`config.mk`:
```
export PLATFORM = sky130hd
export DESIGN_NAME = stage_memory
export DESIGN_NICKNAME = d
export VERILOG_FILES = /design/src/rtl/stage_memory.sv
export SDC_FILE = /design/constraint.sdc
export NUM_CORES = 1
export LEC_CHECK = 0
export ABC_AREA = 1
export CAP_MARGIN = 20
export CORE_ASPECT_RATIO = 0.75
export CORE_UTILIZATION = 35
export DETAILED_ROUTE_END_ITERATION = 12
export HOLD_SLACK_MARGIN = 0.15
export PLACE_DENSITY_LB_ADDON = 0.25
export SLEW_MARGIN = 20
export SYNTH_ARGS = -nofsm -noshare
export SYNTH_HDL_FRONTEND = slang
export SYNTH_SLANG_ARGS = --single-unit
```
`constraint.sdc`:
```
create_clock -name i_Clock -period 4.25 [get_ports i_Clock]
set_clock_uncertainty 0.1 [all_clocks]
set_input_delay 0.425 -clock i_Clock [delete_from_list [all_inputs] [get_ports i_Clock]]
set_output_delay 0.425 -clock i_Clock [all_outputs]
set_load 0.01 [all_outputs]
```
`src/rtl/stage_memory.sv`:
```
// stage_memory: RV32 memory-access pipeline stage.
// Issues one load/store at a time over a req/ack data-memory port, aligns
// store data, extracts and extends load data, and registers the write-back slot.
// Optional feature macro: DMEM_MISALIGN_TRAP_EN (misaligned half/word accesses
// skip the bus and retire with o_Misaligned=1; otherwise low address bits are ignored).
module stage_memory (
    input  logic        i_Clock,
    input  logic        i_Reset_n,
    input  logic        i_Valid,
    input  logic        i_MemRead,
    input  logic        i_MemWrite,
    input  logic [1:0]  i_MemSize,
    input  logic        i_MemUnsigned,
    input  logic        i_RegWrite,
    input  logic [4:0]  i_rd,
    input  logic [31:0] i_AluOutput,
    input  logic [31:0] i_rs2Value,
    output logic        o_Stall,
    output logic        o_DmemReq,
    output logic        o_DmemWe,
    output logic [31:0] o_DmemAddr,
    output logic [31:0] o_DmemWdata,
    output logic [3:0]  o_DmemByteEn,
    input  logic        i_DmemAck,
    input  logic [31:0] i_DmemRdata,
    output logic        o_Valid,
    output logic        o_RegWrite,
    output logic [4:0]  o_rd,
    output logic [31:0] o_WriteData,
    output logic        o_Misaligned
);

    typedef enum logic [0:0] {
        IDLE = 1'b0,
        REQ  = 1'b1
    } state_t;

    state_t      state;
    state_t      state_next;

    logic        accept;
    logic        mem_op;
    logic        misaligned;
    logic [3:0]  st_byteen;
    logic [31:0] st_wdata;
    logic [7:0]  ld_byte;
    logic [15:0] ld_half;
    logic [31:0] ld_data;

    // Access context held while the request is in flight
    logic [1:0]  lat_size;
    logic        lat_unsigned;
    logic [1:0]  lat_lane;
    logic        lat_load;
    logic        lat_regwrite;
    logic [4:0]  lat_rd;

    assign o_Stall = (state != IDLE);
    assign accept  = i_Valid && (state == IDLE);
    assign mem_op  = i_MemRead || i_MemWrite;

    // Misalignment detection, only meaningful when the trap feature is built in
`ifdef DMEM_MISALIGN_TRAP_EN
    assign misaligned = mem_op &&
                        ((i_MemSize == 2'b01 && i_AluOutput[0]) ||
                         (i_MemSize[1] && (i_AluOutput[1:0] != 2'b00)));
`else
    assign misaligned = 1'b0;
`endif

    // Store lane steering: byte enables and lane-replicated data
    always_comb begin
        st_byteen = 4'b1111;
        st_wdata  = i_rs2Value;
        if (i_MemRead) begin
            st_byteen = 4'b1111;
        end else if (i_MemSize == 2'b00) begin
            st_byteen = 4'b0001 << i_AluOutput[1:0];
            st_wdata  = {4{i_rs2Value[7:0]}};
        end else if (i_MemSize == 2'b01) begin
            st_byteen = 4'b0011 << {i_AluOutput[1], 1'b0};
            st_wdata  = {2{i_rs2Value[15:0]}};
        end
    end

    // Load lane extraction with sign or zero extension
    always_comb begin
        ld_byte = 8'h00;
        case (lat_lane)
            2'd0:    ld_byte = i_DmemRdata[7:0];
            2'd1:    ld_byte = i_DmemRdata[15:8];
            2'd2:    ld_byte = i_DmemRdata[23:16];
            default: ld_byte = i_DmemRdata[31:24];
        endcase
        ld_half = lat_lane[1] ? i_DmemRdata[31:16] : i_DmemRdata[15:0];
        ld_data = i_DmemRdata;
        if (!lat_size[1]) begin
            if (lat_size[0]) begin
                ld_data = {{16{~lat_unsigned & ld_half[15]}}, ld_half};
            end else begin
                ld_data = {{24{~lat_unsigned & ld_byte[7]}}, ld_byte};
            end
        end
    end

    // State register
    always_ff @(posedge i_Clock) begin
        if (!i_Reset_n) begin
            state <= IDLE;
        end else begin
            state <= state_next;
        end
    end

    // Next-state logic
    always_comb begin
        state_next = state;
        case (state)
            IDLE: begin
                if (accept && mem_op && !misaligned) begin
                    state_next = REQ;
                end
            end
            REQ: begin
                if (i_DmemAck) begin
                    state_next = IDLE;
                end
            end
            default: state_next = IDLE;
        endcase
    end

    // Registered bus request, access context and write-back slot
    always_ff @(posedge i_Clock) begin
        if (!i_Reset_n) begin
            o_DmemReq    <= 1'b0;
            o_DmemWe     <= 1'b0;
            o_DmemAddr   <= 32'h0;
            o_DmemWdata  <= 32'h0;
            o_DmemByteEn <= 4'h0;
            o_Valid      <= 1'b0;
            o_RegWrite   <= 1'b0;
            o_rd         <= 5'h0;
            o_WriteData  <= 32'h0;
            o_Misaligned <= 1'b0;
            lat_size     <= 2'b00;
            lat_unsigned <= 1'b0;
            lat_lane     <= 2'b00;
            lat_load     <= 1'b0;
            lat_regwrite <= 1'b0;
            lat_rd       <= 5'h0;
        end else begin
            o_Valid      <= 1'b0;
            o_Misaligned <= 1'b0;
            case (state)
                IDLE: begin
                    if (accept) begin
                        if (!mem_op) begin
                            o_Valid     <= 1'b1;
                            o_RegWrite  <= i_RegWrite;
                            o_rd        <= i_rd;
                            o_WriteData <= i_AluOutput;
                        end else if (misaligned) begin
                            o_Valid      <= 1'b1;
                            o_Misaligned <= 1'b1;
                            o_RegWrite   <= 1'b0;
                            o_rd         <= i_rd;
                            o_WriteData  <= 32'h0;
                        end else begin
                            o_DmemReq    <= 1'b1;
                            o_DmemWe     <= i_MemWrite;
                            o_DmemAddr   <= {i_AluOutput[31:2], 2'b00};
                            o_DmemWdata  <= st_wdata;
                            o_DmemByteEn <= st_byteen;
                            lat_size     <= i_MemSize;
                            lat_unsigned <= i_MemUnsigned;
                            lat_lane     <= i_AluOutput[1:0];
                            lat_load     <= i_MemRead;
                            lat_regwrite <= i_RegWrite && i_MemRead;
                            lat_rd       <= i_rd;
                        end
                    end
                end
                REQ: begin
                    if (i_DmemAck) begin
                        o_DmemReq   <= 1'b0;
                        o_DmemWe    <= 1'b0;
                        o_Valid     <= 1'b1;
                        o_RegWrite  <= lat_regwrite;
                        o_rd        <= lat_rd;
                        o_WriteData <= lat_load ? ld_data : 32'h0;
                    end
                end
                default: begin
                    o_DmemReq <= 1'b0;
                end
            endcase
        end
    end

endmodule

```
==> results.cfg <==
[run_status]
run_status = completed

[run]
maxCapViolCount = 0

[routing]
drt.antenna.violating_nets = 0
drtIter0Drc = 438
wirelength_um = 18600
num_vias = 5806
first_pass_iters = 5
wl_per_cell_um = 15.9
viasPerCell = 4.96
drc = 0

[pwr]
p_leak_uw = 0.00325
p_per_area_mw_per_mm2 = 412
p_total_uw = 3370
peakVddDrop_mv = 0.251

[sta]
report.final.slew_viol_count = 0
fin_setup_tns_ns = 0
rsz0062_at_grt = false
hold_violations = 0
timing.final.crit_share_pct = 56.6
setup_viol = 0
slew_headroom_pct = 35.6
min_period_ns = 2.41
tightest_slew_ns = 0.966
max_freq_mhz = 416

[cts]
cts_sinks = 120
clk_latency_ns = 0.41
cts_setup_buffers = 0
cts_root_buffer = clkbuf_16
cts_max_path_buffers = 2
tritoncts = yes
htreeDepth = 4
ctsResizeCount = 0
cts_hold_buf = 0
cts_inserted_buffers = 17
clk_pin_slew_ns = 0.06

[global_route]
grt_pass1_wl_um = 29400
grt_overflow_total = 0
grt_max_degree = 113
antenna_found_initial = 0
grtUsageTotal_pct = 23.6
first_global_vias = 5333

[place]
hpwl_um = 13000
gp_congestion = 0.916
port-buffer-count = 218

[floorplanning]
die_y_um = 110
row_count = 38
die_w_um = 146
pin_count = 222
core_mm2 = 0.0148
start_util_pct = 36.6
die_area_mm2 = 0.0160

[synth]
yosys_warnings = 0
synth_cell_type_count = 29
syn_avg_cell_area_um2 = 7.01
ys_ff_latch = 120
ys_async_sr_fraction_pct = 0
syn-cell-area_mm2 = 0.00541
synth_cells = 772
yosys_most_used_dff = dfxtp_1
synth-seq-area-share_pct = 44.4
synth_edf_count = 0

[layout]
layout_commonest_cell = clkdlybuf4s50_1
layout_common_cells = clkdlybuf4s50_1, nand2_1, dfxtp_1
drive_gt1_share_pct = 5.88
area.growth.synth_to_final_pct = 51.0
antennaDiodeCount = 0
layout.nets = 1069
fin_util_pct = 55.2

[worst_setup_path]
cp.arrival_ns = 2.62
startpoint_type = flop
setup.worst_path.end_class = flop
critPathKind = flop to flop
required_ns = 4.47
crit_path_max_fanout = 41

[worst_hold_path]
min_path_type = flop to flop
==> metrics by stage <==
stage / std cells / hold slack, ns / area (um2) / setup WS [ns]
2_1_floorplan: 774 / 0.345 / 5420 / 2.81
3_3_place_gp: 1139 / 0.355 / 7590 / 1.70
3_5_place_dp: 1139 / 0.360 / 7590 / 1.62
4_1_cts: 1170 / 0.370 / 8170 / 1.82
5_1_grt: 1170 / 0.397 / 8170 / 1.57
6_report: 1170 / 0.367 / 8170 / 1.84
==> final timing paths <==
| kind | start | endpoint | slack (ns) | cells past startpoint |
|---|---|---|---|---|
| hold reg to reg | lat_load$_SDFFE_PN0P_ | lat_load$_SDFFE_PN0P_ | 0.37 | 2 |
| setup / recovery | o_Stall$_SDFF_PN0_ | o_DmemByteEn[3]$_SDFFE_PN0P_ | 1.84 | 6 |
| hold / removal | lat_load$_SDFFE_PN0P_ | lat_load$_SDFFE_PN0P_ | 0.37 | 2 |
| setup reg to reg | o_Stall$_SDFF_PN0_ | o_DmemByteEn[3]$_SDFFE_PN0P_ | 1.84 | 6 |
==> kinds of logic (layout without fill, tap and decap cells) <==
| kind of cell | Yosys count | in the layout | share of synthesized area [%] |
|---|---|---|---|
| buffers and inverters | 100 | 296 | 8.39 |
| and+or+nand+nor | 301 | 301 | 22.5 |
| DFF | 120 | 120 | 44.4 |
| AOI/OAI and AO/OA | 250 | 250 | 24.7 |
| other | 1 | 3 | 0.0693 |
==> area by class of cell <==
class	count	area, um2
clock inverters	13	149
multi-input cells	554	2560
well taps	200	250
flip-flops and latches	120	2400
inverters	42	160
repair buffers	223	2220
fillers	1396	6620
clock buffers	18	429
==> registers in the layout, indices dropped and copies added (netlist names) <==
| register | count |
|---|---|
| o_RegWrite | 1 |
| o_DmemReq | 1 |
| lat_size | 2 |
| o_DmemByteEn | 4 |
| lat_load | 1 |
| o_Valid | 1 |
| o_rd | 5 |
| o_DmemWdata | 32 |
| lat_unsigned | 1 |
| o_WriteData | 32 |
| lat_lane | 2 |
| o_DmemWe | 1 |
| lat_regwrite | 1 |
| o_DmemAddr | 30 |
| o_Stall | 1 |
| lat_rd | 5 |
==> layer usage <==
metal / vias to the layer above / wire, um / global-route usage, %
li1: 2952 / - / -
met1: 2639 / 9350 / 34.5
met2: 204 / 7720 / 33.4
met3: 11 / 1410 / 7.05
met4: 0 / 131 / 6.17
met5: - / 0 / 0
==> critical path, cell delays in order (launching register included) <==
cell     delay [ns]
dfxtp_1        0.44
inv_4          0.41
nand3_2        0.15
inv_2          0.44
buf_4          0.40
o21ai_0        0.13
a41oi_1        0.22
==> cell usage after synthesis (4+ instances only) <==
master	number	area, um2
a21oi_1	98	490
a31oi_1	16	100
a41oi_1	5	43.8
buf_2	25	125
buf_4	5	37.5
clkbuf_1	19	71.3
dfxtp_1	120	2400
inv_1	36	135
inv_2	4	15.0
nand2_1	139	522
nand3_1	34	170
nor2_1	112	420
o211ai_1	10	75.1
o21ai_0	116	581
or2_2	9	56.3
==> report_power, final <==
group	internal, uW	total, uW	switching, uW
Clock	867	1420	552
Combinational	329	669	340
Sequential	1220	1280	59.4
Total	2420	3370	951
Note: power is estimated with default switching activity, not from simulation.
